===== config.mk =====
export PLATFORM = sky130hd
export DESIGN_NAME = gpio_input_conditioner
export DESIGN_NICKNAME = d
export VERILOG_FILES = /design/src/rtl/gpio_pkg.sv /design/src/rtl/gpio_debounce_bit.sv /design/src/rtl/gpio_input_conditioner.sv
export SDC_FILE = /design/constraint.sdc
export NUM_CORES = 1
export LEC_CHECK = 0
export ABC_AREA = 1
export CAP_MARGIN = 10
export CELL_PAD_IN_SITES_DETAIL_PLACEMENT = 1
export CELL_PAD_IN_SITES_GLOBAL_PLACEMENT = 1
export CORE_MARGIN = 2
export CORE_UTILIZATION = 29
export DETAILED_ROUTE_END_ITERATION = 16
export PLACE_DENSITY = 0.58
export RECOVER_POWER = 25
export SLEW_MARGIN = 20
export SYNTH_ARGS = -nofsm -noshare
export SYNTH_HDL_FRONTEND = slang
export SYNTH_SLANG_ARGS = --single-unit

===== constraint.sdc =====
create_clock -name clk -period 1.77 [get_ports clk]
set_input_delay 0.4425 -clock clk [delete_from_list [all_inputs] [get_ports clk]]
set_output_delay 0.4425 -clock clk [all_outputs]
set_load 0.005 [all_outputs]

===== src/rtl/gpio_pkg.sv =====
// rtl/gpio_pkg.sv - shared constants and types for the GPIO input conditioning path
//
// Purpose:
//   Widths, bit-field positions and debounce defaults shared by the
//   input conditioner, its per-bit debouncer and the MMIO register block.
//
// Contents:
//   GPIO_N                   number of conditioned inputs (4 buttons + 4 switches)
//   GPIO_BTN_LSB             first bit of the button field
//   GPIO_SW_LSB              first bit of the switch field
//   DEBOUNCE_CYCLES_DEFAULT  5 ms at 50 MHz
//   DEBOUNCE_CYCLES_SIM      short count so simulations stay fast
//   gpio_bit_status_t        conditioned view of one input bit
//   debounce_cnt_w()         counter width needed for a given debounce count

package gpio_pkg;

  localparam int GPIO_N                  = 8;
  localparam int GPIO_BTN_LSB            = 0;
  localparam int GPIO_SW_LSB             = 4;
  localparam int DEBOUNCE_CYCLES_DEFAULT = 250000;
  localparam int DEBOUNCE_CYCLES_SIM     = 4;

  typedef struct packed {
    logic stable;
    logic rise;
    logic fall;
  } gpio_bit_status_t;

  // The counter only has to reach cycles-1, so clog2(cycles) bits suffice;
  // a single bit is kept for cycles==1 so the counter still has a legal width.
  function automatic int debounce_cnt_w(input int cycles);
    if (cycles <= 1) begin
      return 1;
    end
    return $clog2(cycles);
  endfunction

endpackage


===== src/rtl/gpio_debounce_bit.sv =====
// rtl/gpio_debounce_bit.sv - synchronizer, debouncer and edge detector for one input bit
//
// Purpose:
//   Brings one asynchronous pad input into the clk domain through two flops,
//   accepts a new level only after it has been seen for DEBOUNCE_CYCLES
//   consecutive cycles, and emits one-cycle registered pulses on each
//   accepted 0->1 / 1->0 change.
//
// Ports:
//   clk       system clock
//   rst       synchronous active-high reset
//   raw_i     asynchronous raw pad input
//   stable_o  debounced level
//   rise_o    one-cycle pulse in the first cycle stable_o reads 1
//   fall_o    one-cycle pulse in the first cycle stable_o reads 0

module gpio_debounce_bit
  import gpio_pkg::*;
#(
  parameter int   DEBOUNCE_CYCLES = DEBOUNCE_CYCLES_DEFAULT,
  parameter logic RESET_VAL       = 1'b0
) (
  input  logic clk,
  input  logic rst,
  input  logic raw_i,
  output logic stable_o,
  output logic rise_o,
  output logic fall_o
);

  localparam int             CNT_W   = debounce_cnt_w(DEBOUNCE_CYCLES);
  localparam logic [CNT_W-1:0] CNT_MAX = CNT_W'(DEBOUNCE_CYCLES - 1);
  localparam logic [CNT_W-1:0] CNT_ONE = CNT_W'(1);

  logic             sync1_q;
  logic             sync2_q;
  logic [CNT_W-1:0] cnt_q;
  logic [CNT_W-1:0] cnt_d;
  logic             stable_q;
  logic             stable_d;
  logic             rise_q;
  logic             rise_d;
  logic             fall_q;
  logic             fall_d;

  // Plain two-flop chain: nothing may sit between the flops or the
  // metastability settling window of sync1_q is eaten into.
  always_ff @(posedge clk) begin
    if (rst) begin
      sync1_q <= RESET_VAL;
      sync2_q <= RESET_VAL;
    end else begin
      sync1_q <= raw_i;
      sync2_q <= sync1_q;
    end
  end

  // The counter measures how long sync2_q has disagreed with the accepted
  // level. Any agreement (a bounce back) clears it, so only an uninterrupted
  // run of DEBOUNCE_CYCLES disagreeing cycles moves the stable level.
  always_comb begin
    cnt_d    = cnt_q;
    stable_d = stable_q;
    rise_d   = 1'b0;
    fall_d   = 1'b0;
    if (sync2_q == stable_q) begin
      cnt_d = '0;
    end else if (cnt_q == CNT_MAX) begin
      cnt_d    = '0;
      stable_d = sync2_q;
      // Pulses are registered alongside stable_q so they line up with the
      // first cycle the new level is visible.
      rise_d   = sync2_q;
      fall_d   = ~sync2_q;
    end else begin
      cnt_d = cnt_q + CNT_ONE;
    end
  end

  // Reset forces the level directly instead of flipping it, so it never
  // produces an edge pulse even when the previous level differed.
  always_ff @(posedge clk) begin
    if (rst) begin
      cnt_q    <= '0;
      stable_q <= RESET_VAL;
      rise_q   <= 1'b0;
      fall_q   <= 1'b0;
    end else begin
      cnt_q    <= cnt_d;
      stable_q <= stable_d;
      rise_q   <= rise_d;
      fall_q   <= fall_d;
    end
  end

  assign stable_o = stable_q;
  assign rise_o   = rise_q;
  assign fall_o   = fall_q;

endmodule


===== src/rtl/gpio_input_conditioner.sv =====
// rtl/gpio_input_conditioner.sv - N-bit debounced GPIO input front end for the MMIO block
//
// Purpose:
//   Conditions raw board inputs before they reach the MMIO GPIO input
//   register. o_stable[3:0] feeds the button field, o_stable[7:4] the switch
//   field; o_rise/o_fall are provided for interrupt or sticky-flag logic.
//   Every bit is handled independently by its own gpio_debounce_bit.
//
// Ports:
//   clk       system clock
//   rst       synchronous active-high reset
//   i_raw     [N-1:0] asynchronous raw pad inputs
//   o_stable  [N-1:0] debounced levels (RESET_VAL after reset)
//   o_rise    [N-1:0] one-cycle pulse per bit on an accepted 0->1 change
//   o_fall    [N-1:0] one-cycle pulse per bit on an accepted 1->0 change
//
// DEBOUNCE_CYCLES must be at least 1. All outputs are registered; there is no
// combinational path from i_raw to any output.

module gpio_input_conditioner
  import gpio_pkg::*;
#(
  parameter int           N               = GPIO_N,
  parameter int           DEBOUNCE_CYCLES = DEBOUNCE_CYCLES_DEFAULT,
  parameter logic [N-1:0] RESET_VAL       = '0
) (
  input  logic         clk,
  input  logic         rst,
  input  logic [N-1:0] i_raw,
  output logic [N-1:0] o_stable,
  output logic [N-1:0] o_rise,
  output logic [N-1:0] o_fall
);

  gpio_bit_status_t bit_st [N];

  for (genvar g = 0; g < N; g++) begin : g_bit
    gpio_debounce_bit #(
      .DEBOUNCE_CYCLES (DEBOUNCE_CYCLES),
      .RESET_VAL       (RESET_VAL[g])
    ) u_bit (
      .clk      (clk),
      .rst      (rst),
      .raw_i    (i_raw[g]),
      .stable_o (bit_st[g].stable),
      .rise_o   (bit_st[g].rise),
      .fall_o   (bit_st[g].fall)
    );

    assign o_stable[g] = bit_st[g].stable;
    assign o_rise[g]   = bit_st[g].rise;
    assign o_fall[g]   = bit_st[g].fall;
  end

endmodule


; ---- After elaboration in Yosys (flattened, before gate mapping)
; Index checks and enable logic that the tools add are counted.
; Widths: inputs -> output; s select.
[op_classes]
n_addsub = 8
eq_ne = 16
bitwise_logic = 24
reduce_logical = 24
[op_table]
columns = operator, count
row1 = $add 18x1->18 const B, 8
row2 = $eq 18x18->1 const B, 8
row3 = $reduce_or 3->1, 16
row4 = $not 1->1, 24
row5 = $reduce_and 2->1, 8
row6 = $eq 1x1->1, 8
[word_totals]
ff_bits = 184
input_bits = 10
output_inout_bits = 24
word_cells = 120

; ---- Longest topological paths before layout
; Gate-level depths: netlist of the first run.
[depth]
ltp_word = 3
mapped_depth = 10
depth_no_buf = 10

; ---- Cells and area by module
; Synthesis of the first run repeated with hierarchy kept, for this count alone.
[hier_totals]
hier_cells = 1288
area_unflattened_um2 = 8818.5
[by_module_without_submodules]
columns = mod, n_inst, cells_per_inst, area_each_um2, seq_area_each_um2
row1 = gpio_debounce_bit, 8, 161, 1102.3, 460.4

; ---- Worst setup path after synthesis of the first run
; No wires, ideal clock.
[synth_path]
path_kind = register to register
from = reg g_bit[4].u_bit.cnt_q[0]
to = reg g_bit[4].u_bit.cnt_q[16]
setup_ns = 0.122
t_arrival_ns = 1.276
required_time_ns = 1.648
path_slack_ns = 0.373
stages_incl_launch_ff = 8
n_path_buf = 1
synth_period_minus_slack_ns = 1.397
path_cell_list = dfxtp_1 -> ha_1 -> nand3_2 -> nor2_1 -> nand3_1 -> nand2_2 -> buf_6 -> a21oi_1
[synth_via]
elab_chain_len = 2
elab_cells_between_ends = 3
cone_classes = add/sub: 1 / eq/ne: 1 / reduce/logical: 1
[synth_rtl]
columns = item, line
row1 = from (decl), gpio_debounce_bit.sv:37  ; logic [CNT_W-1:0] cnt_q;
row2 = from (signal assigned), gpio_debounce_bit.sv:89  ; cnt_q <= cnt_d;
row3 = "parallel branches: the longest is 2 deep, another holds $add 18x1->18", -
; Parallel ways; which one is timed is not known.
; A chain may end at the register's enable or synchronous reset.

; ---- Worst setup path after layout of the first run
[layout_path]
from = reg g_bit[3].u_bit.rise_q
to = out o_rise[3]
[layout_lines]
columns = item, line
row1 = from (decl), gpio_debounce_bit.sv:41  ; logic rise_q;
row2 = from (signal assigned), gpio_debounce_bit.sv:91  ; rise_q <= rise_d;
row3 = to (decl), gpio_input_conditioner.sv:31  ; output logic [N-1:0] o_rise,
; No word-level cell between the ends.

==> run_results.csv, run 1 <==
group,metric,value,unit
clock_tree,cts_tree,"built",
yosys,ys_ff_latch,184,
worst_setup_path,required,1.33,ns
grt,track_usage,14.2,%
grt,antenna_found_initial,0,
timing,final-setup-viol-count,0,
yosys,synth_edf_count,0,
worst_setup_path,critical_path.max_stage_delay,0.50,ns
clock_tree,clk_path_buf_depth,2,
clock_tree,cts_hold_buf,0,
floorplan,io_pins,34,
pwr,p_total,8.30,mW
pwr,powerDensity,808,mW/mm²
placement,io_buffers,33,
worst_setup_path,crit_arrival,1.27,ns
floorplan,dieArea,0.0321,mm²
yosys,synth_common_cells,"nand2_1, nor2_1, dfxtp_1",
final_layout,nFillCells,3802,
floorplan,core,0.0303,mm²
pwr,leakagePower,3.60,nW
worst_setup_path,cp_max_fo,1,
worst_setup_path,end_kind,"primary output",
clock_tree,htree_levels,4,
placement,post-dp-hpwl,16000,µm
yosys,synth_cell_types,29,
routing,vias,7657,
floorplan,rows,64,
yosys,synth-main-ff-cell,"dfxtp_1",
yosys,yosys.cell_count.top_type,"nand2_1",
clock_tree,numCtsBuffers,17,
worst_setup_path,startpoint_type,"register",
yosys,synthSimpleGateAreaFrac,37.9,%
clock_tree,clk_pin_slew_worst_paths,0.07,ns
yosys,syn_inst,1294,
yosys,synthAdderAreaFrac,1.13,%
timing,fin_crit_sh,97.0,%
worst_setup_path,cp_slowest_cell,"clkdlybuf4s50_1",
status,status,"complete, no violations",
floorplan,fp.dieW,179,µm
yosys,avgSynthCellArea,6.87,µm²
yosys,synthArstFlopShare,0,%
yosys,synth_xor_area_share,5.03,%
grt,grt_overflow,0,
job,cap_violations,0,
clock_tree,clock-root-buffer,"clkbuf_16",
timing,final-hold-violation-count,0,
timing,period_needed,1.72,ns
timing,clock.fmax,582,MHz
worst_setup_path,crit_chain,"clkdlybuf4s50_1",
min_path,hold_path_class,"reg -> reg",
timing,max-slew-margin-rel,71.0,%
floorplan,initial_utilization,29.3,%
timing,drv_slew,0,
placement,routabilityCongestion,0.755,
final_layout,antennaDiodeCount,0,
worst_setup_path,crit_buf_inv,1,
routing,drtPass1Iterations,4,
final_layout,utilization,33.8,%
clock_tree,clk_latency,0.44,ns
yosys,synth_top_area_share,41.4,%
grt,grt_pass1_wl,36700,µm
routing,drc,0,
grt,grt_pass1_vias,7769,
yosys,synth_area_leaders,"dfxtp_1, nand2_1, nor2_1",
yosys,synth_compound_area_share,4.91,%
floorplan,die_h,179,µm
final_layout,layout-drive-gt1-share,7.22,%
timing,tightest_slew,0.432,ns
yosys,synth_area,0.00889,mm²
routing,wl_per_cell,12.3,µm
clock_tree,cts.sinks,184,
routing,vias_per_cell,4.40,
worst_setup_path,critPathKind,"reg -> out",
yosys,yosysWarnings,0,
pwr,ir_worst_vdd,0.606,mV
routing,wirelength,21400,µm
yosys,synth_top_family_by_area,"simple AND/OR/NAND/NOR gates",
timing,rsz0062_at_grt,"no",
routing,drt_iter0_drc,247,
worst_setup_path,cp_top_family,"buffers and inverters",
timing,skew,0.00828,ns
yosys,syn-num-nets,1312,
final_layout,area_growth,15.6,%
yosys,synth_seq_area_share,41.4,%
yosys,yosys.area.top_type,"dfxtp_1",
grt,grt_max_degree,19,
routing,ant_nets,0,
yosys,muxShareOfSynthArea,0,%
final_layout,nNetsFinal,1351,
final timing paths:
check | from | end | cells after the start | slack [ns]
worst max-delay path | g_bit[3].u_bit.rise_o$_SDFF_PP0_ | o_rise[3] | 1 | 0.05
worst min-delay path | g_bit[5].u_bit.sync1_q$_SDFF_PP0_ | g_bit[5].u_bit.sync2_q$_SDFF_PP0_ | 2 | 0.40
worst max register to register | g_bit[1].u_bit.cnt_q[0]$_SDFF_PP0_ | g_bit[1].u_bit.cnt_q[17]$_SDFF_PP0_ | 7 | 0.17
worst min register to register | g_bit[5].u_bit.sync1_q$_SDFF_PP0_ | g_bit[5].u_bit.sync2_q$_SDFF_PP0_ | 2 | 0.40
per-stage QoR:
step           setup WS (ns)  instances  cell area [µm²]  hold WS (ns)  setup TNS, ns
2_1_floorplan          0.373       1294             8890         0.388              0
3_3_place_gp          -0.175       1706             9650         0.389          -9.74
3_5_place_dp          -0.226       1706             9650         0.394         -16.96
4_1_cts              0.00174       1739            10300         0.404              0
5_1_grt              0.00178       1740            10300         0.426              0
6_report              0.0529       1740            10300         0.402              0
state kept, by name, indices dropped and copies added (netlist names):
name	cells
g_bit.u_bit.stable_o	8
g_bit.u_bit.sync2_q	8
g_bit.u_bit.sync1_q	8
g_bit.u_bit.fall_o	8
g_bit.u_bit.cnt_q	144
g_bit.u_bit.rise_o	8
cell type report:
class	count	area (µm²)	area share (%)
clock inverter	10	146	1.43
tap	396	495	4.82
multi-input combinational	923	4360	42.4
timing repair buffer	55	561	5.46
clock buffer	20	457	4.45
sequential	184	3690	35.9
inverter	152	571	5.55
per-layer routing:
layer / up-vias / track usage (%) / share of wire, %
li1: 4074 / - / -
met1: 3533 / 18.1 / 50
met2: 40 / 24.5 / 47
met3: 10 / 3.05 / 2.0
met4: 0 / 3.15 / 0.68
met5: - / 0 / 0
layout by cell type (no fill, tap or decap), types with 3 or more instances in the layout:
master | netlist | layout
a21oi_1 | 62 | 62
nor2_1 | 282 | 282
ha_1 | 8 | 8
nand3_1 | 68 | 68
or2_0 | 6 | 6
xor2_1 | 33 | 33
nand4_1 | 29 | 29
nor2_2 | 13 | 13
nor3_2 | 5 | 5
nand2_1 | 316 | 316
and2_1 | 3 | 3
clkbuf_16 | 0 | 17
dfxtp_2 | 0 | 3
bufinv_16 | 0 | 3
or2_2 | 8 | 8
o21ai_0 | 15 | 15
xnor2_1 | 18 | 18
buf_12 | 0 | 6
dlygate4sd2_1 | 0 | 7
nand2_2 | 6 | 6
nor3_1 | 17 | 17
inv_1 | 151 | 151
dfxtp_1 | 184 | 181
nand3_2 | 8 | 8
nand3b_1 | 16 | 16
clkinvlp_4 | 0 | 4
o21bai_1 | 3 | 3
dlymetal6s2s_1 | 0 | 4
clkdlybuf4s50_1 | 0 | 21
clkbuf_1 | 2 | 4
buf_4 | 27 | 13
cells by family (layout without fill, tap and decap cells):
logic type / count (synthesis) / in the layout
and+or+nand+nor: 781 / 781
buffers and inverters: 187 / 237
DFF: 184 / 184
AOI/OAI and AO/OA: 83 / 83
xor gates and xnor gates: 51 / 51
adders and majority gates: 8 / 8
where the power goes:
group	internal, mW	switching [mW]
registers	4.16	0.0161
clock network	2.29	1.70
logic	0.0595	0.0770
total	6.51	1.79
repair_timing:
item | 4_1_cts | 5_1_grt
buffers inserted | 3 | 1
endpoints found under the setup margin | 14 | 4
gates resized for setup | 23 | 4
(Power assumes the default switching activity.)
==> run 2, diff against run 1 <==
--- a/config.mk
+++ b/config.mk
@@ -11,6 +11,7 @@
 export CELL_PAD_IN_SITES_GLOBAL_PLACEMENT = 1
 export CORE_MARGIN = 2
 export CORE_UTILIZATION = 29
+export CTS_CLUSTER_DIAMETER = 50
 export DETAILED_ROUTE_END_ITERATION = 16
 export PLACE_DENSITY = 0.58
 export RECOVER_POWER = 25
==> results of run 2 <==
Same layout as run 1: the final DEF is identical, and so are final timing and power.
==> edit 1 (flow settings as in run 1) <==
`RESET_VAL` is set to '0 in 2 places; all go to 1.
--- a/src/rtl/gpio_debounce_bit.sv
+++ b/src/rtl/gpio_debounce_bit.sv
@@ -19,5 +19,5 @@
 #(
   parameter int   DEBOUNCE_CYCLES = DEBOUNCE_CYCLES_DEFAULT,
-  parameter logic RESET_VAL       = 1'b0
+  parameter logic RESET_VAL       = 1'b1
 ) (
   input  logic clk,
--- a/src/rtl/gpio_input_conditioner.sv
+++ b/src/rtl/gpio_input_conditioner.sv
@@ -23,5 +23,5 @@
   parameter int           N               = GPIO_N,
   parameter int           DEBOUNCE_CYCLES = DEBOUNCE_CYCLES_DEFAULT,
-  parameter logic [N-1:0] RESET_VAL       = '0
+  parameter logic [N-1:0] RESET_VAL       = 1
 ) (
   input  logic         clk,
Behaviour: not the same (a bounded check fails within 4 cycles, from zero or initial values and one cycle with rst high).
==> edit 1 against run 1 <==
Routed wire length up 3.2%; sequential cell count unchanged; maximum frequency shrank 0.21%; cell area grew 0.45%; total power is 3.5% lower; synthesized area is 1.6% higher; synthesized cell count rose by 0.54%; setup slack worse by 0.0036 ns; critical endpoint is now o_stable[0].
==> edit 1: results (changes against run 1) <==
Hold endpoint: g_bit[2].u_bit.sync2_q
First-pass GRT wire length: 38300 um (+4.2%)
WL met2: 10300 um (+2.5%)
Placed instance area: 0.00976 mm^2 (+1.2%)
CP max FO: 4 (+3)
Lkg Pwr: 3.23 nW (-10%)
WL/cell: 12.6 um (+2.9%)
NetSw: 1.83 mW (+2.0%)
Distinct cell type count after synthesis: 32 (+10%)
FF-to-FF Start: g_bit[4].u_bit.cnt_q[0]
GRT Total Usage: 0.141 (-0.000949)
Hold path start: g_bit[2].u_bit.sync1_q
Crit path time final: 1.72 ns (+0.00360 ns)
Hold_ws: 0.399 ns (-0.00273 ns)
Max Clock Skew: 0.0159 ns (+0.00760 ns)
Fin nets: 1355 (+0.30%)
Gpl congestion: 0.750 (-0.70%)
Fin cells: 1744 (+0.23%)
Clock Tree Buf Depth: 2 (unchanged)
Top layer in use: met4
DR vias/cell: 4.49 (+2.0%)
Layout cells sized above 1: 0.0950 (+0.0228)
Seq group: 4.17 mW (about the same)
CP Launch Point: g_bit[0].u_bit.stable_o
DIE AREA: 0.0326 mm^2 (+1.6%)
Status: complete, no violations
Switching part of the total power: 0.228 (+0.0121)
M1 wire length: 11000 um (+2.8%)
Slew margin rel.: 0.593 (-0.117)
Crit-path max cell delay: 0.50 ns (about the same)
VDD IR max: 0.661 mV (+9.1%)
Worst reg2reg endpoint: g_bit[4].u_bit.cnt_q[9]
Vias in the first global route: 8072 (+3.9%)
Dpl hpwl: 16600 um (+3.4%)
Met3 routed WL: 484 um (+13%)
Largest cells by area after synthesis: dfxtp_1 (41%), nor2_1 (12%), nand2_1 (12%), inv_1 (6.0%), nand3_1 (4.4%)
Syn Nets: 1319 (+0.53%)
Setup slack at placement: -0.160 ns (+0.0653 ns)
Syn_area_per_cell: 6.94 um^2 (+1.1%)
Critical Path End: o_stable[0]
Clock net power: 3.71 mW (-7.0%)
Worst r2r path cells: 6 (-1)
Starting DRT DRC Count: 219 (-11%)
Biggest register: g_bit.u_bit.cnt_q
Commonest cells post-synth: nor2_1 (280), nand2_1 (278), dfxtp_1 (184)
## edit 1: timing repair
| action | 4_1_cts | 5_1_grt |
|---|---|---|
| cloned | 0 | 0 |
| gates resized for setup | 15 | 9 |
| setup buffers | 2 | 0 |
| endpoints found under the setup margin | 9 | 9 |
## edit 1: final cells by class
cell class,instances,area [um^2]
Inverter,151,567
Clock buffer,18,439
Timing Repair Buffer,53,500
Multi-Input combinational cell,930,4500
Tap cell,396,495
Clock inverter,12,120
Fill cell,3863,20400
Sequential cell,184,3700
## edit 1: logic make-up (layout without fill, tap and decap cells)
logic type | after synthesis | after routing | share of synthesized area
buf+inv | 187 | 234 | 0.0943
flops | 184 | 184 | 0.408
compound gates | 95 | 95 | 0.0542
fa+ha+maj | 8 | 8 | 0.0111
xor+xnor | 53 | 53 | 0.0514
simple gates | 774 | 774 | 0.381
## edit 1: layer usage
metal	up-vias	GRT usage
met5	-	0
li1	4126	-
met2	51	0.240
met1	3640	0.183
met4	0	0.0371
met3	11	0.0267
==> edit 2 (settings of run 1) <==
Without the edit above. Put a register stage on the output `o_rise`. The value now appears one clock later. The other outputs are not delayed to match. Comments in the files are not updated.
--- a/src/rtl/gpio_input_conditioner.sv
+++ b/src/rtl/gpio_input_conditioner.sv
@@ -33,4 +33,6 @@
 );
 
+  logic [N-1:0] o_rise_d;
+
   gpio_bit_status_t bit_st [N];
 
@@ -49,6 +51,10 @@
 
     assign o_stable[g] = bit_st[g].stable;
-    assign o_rise[g]   = bit_st[g].rise;
+    assign o_rise_d[g]   = bit_st[g].rise;
     assign o_fall[g]   = bit_st[g].fall;
+  end
+
+  always_ff @(posedge clk) begin
+      o_rise <= o_rise_d;
   end
 
Check against the original RTL: no difference found for any inputs over 10 cycles, from zero or initial values and one cycle with rst high; that may be too few to reach the edited logic, so the function may still have changed.
==> edit 2 against run 1 <==
Die area up 0.96%; global-route usage down 0.25 points; setup slack better by 0.018 ns; total power up 6.1%; largest cell class unchanged; highest routed layer unchanged; synthesized area up 0.99%; sequential cell count up 8; cell area up 1.9%; routed wire length up 1.8%; sequential power up 4%.
==> edit 2: results (changes against run 1) <==
Fin nets: 1363 (+0.89%)
WL/cell: 12.4 um (+1.0%)
Status: complete, no violations
Seq/Total Area, Yosys: 0.428 (+0.0138)
Flop2flop setup slack: 0.19 ns (+0.02 ns)
Gpl congestion: 0.751 (-0.52%)
Commonest cells post-synth: nand2_1 (329), nor2_1 (283), dfxtp_1 (192)
Antenna diodes: 0 (unchanged)
Critical Path End: o_rise[2]
Final WS setup: 0.0711 ns (+0.0182 ns)
Routed vias: 7697 (+0.52%)
Max Clock Skew: 0.0105 ns (+0.00219 ns)
Layout cells sized above 1: 0.0714 (-0.000744)
Dpl hpwl: 16300 um (+1.8%)
First-pass GRT wire length: 37400 um (+1.8%)
Cells after DPL: 1719 (+0.76%)
WL met2: 9990 um (-0.85%)
GR Layer Usage met1: 0.183 (+0.00170)
Design internal power: 6.87 mW (+5.5%)
VDD IR max: 0.671 mV (+11%)
GRT Total Usage: 0.140 (-0.00254)
Hold_ws: 0.330 ns (-0.0724 ns)
Placed instance area: 0.00984 mm^2 (+2.0%)
Starting DRT DRC Count: 250 (+1.2%)
Area growth syn-to-layout: 16.7%
CP Launch Point: o_rise[2]
Distinct cell type count after synthesis: 35 (+21%)
Critical path's slowest cell: clkdlybuf4s50_1
Lkg Pwr: 3.66 nW (+1.7%)
Hold path start: g_bit[0].u_bit.rise_o
Met2 Use GR: 0.231 (-0.0142)
Fillers: 3834 (+0.84%)
Largest cells by area after synthesis: dfxtp_1 (43%), nand2_1 (14%), nor2_1 (12%), inv_1 (6.1%), a21oi_1 (3.5%)
Setup slack at placement: -0.172 ns (+0.0536 ns)
DR vias/cell: 4.39 (-0.28%)
## edit 2: cell types whose count changed in the layout (fill, tap and decap cells not counted), moves of 4 or more
cell and change:
nand2_1 +13, dfxtp_1 +10, nand3_1 -9, clkdlybuf4s25_1 +4, inv_1 -4, inv_6 +4, nand4_1 -4, nor2_2 -4
## edit 2: cell families (layout without fill, tap and decap cells)
kind of cell | count (synthesis) | in the layout | synth area share
buffers and inverters | 177 | 241 | 0.0869
flip-flops | 192 | 192 | 0.428
adder cells (fa/ha/maj) | 8 | 8 | 0.0112
AND/OR/NAND/NOR | 773 | 773 | 0.366
AO/OA/AOI/OAI | 90 | 90 | 0.0548
XOR/XNOR | 54 | 54 | 0.0527
## edit 2: worst min-delay path by stage
stage | endpoint | cells past startpoint
CTS | o_rise[0] | 0
floorplan | o_rise[0] | 0
global route | o_rise[0] | 0
global placement | o_rise[0] | 0
detailed placement | o_rise[0] | 0
finish | o_rise[0] | 0
## edit 2: area by class of cell
| class | count | share of cell area |
|---|---|---|
| Clock buffer | 19 | 0.0432 |
| Clock inverter | 13 | 0.0186 |
| Inverter | 151 | 0.0542 |
| Multi-Input combinational cell | 925 | 0.414 |
| Sequential cell | 192 | 0.367 |
| Tap cell | 396 | 0.0473 |
| Timing Repair Buffer | 58 | 0.0552 |
## edit 2: repair_timing
action	in CTS	in global routing
setup buffers	3	0
setup endpoints to repair	9	6
resized for setup	16	6
gates cloned	0	0
## edit 2: power by group through the flow
stage               logic [mW]  registers, mW  clock network (mW)
finish                   0.138           4.36                4.32
global route             0.156           4.36                4.64
detailed placement       0.149           4.46                   0
floorplan               0.0706           4.45                   0
global placement         0.148           4.46                   0
CTS                      0.150           4.35                4.49
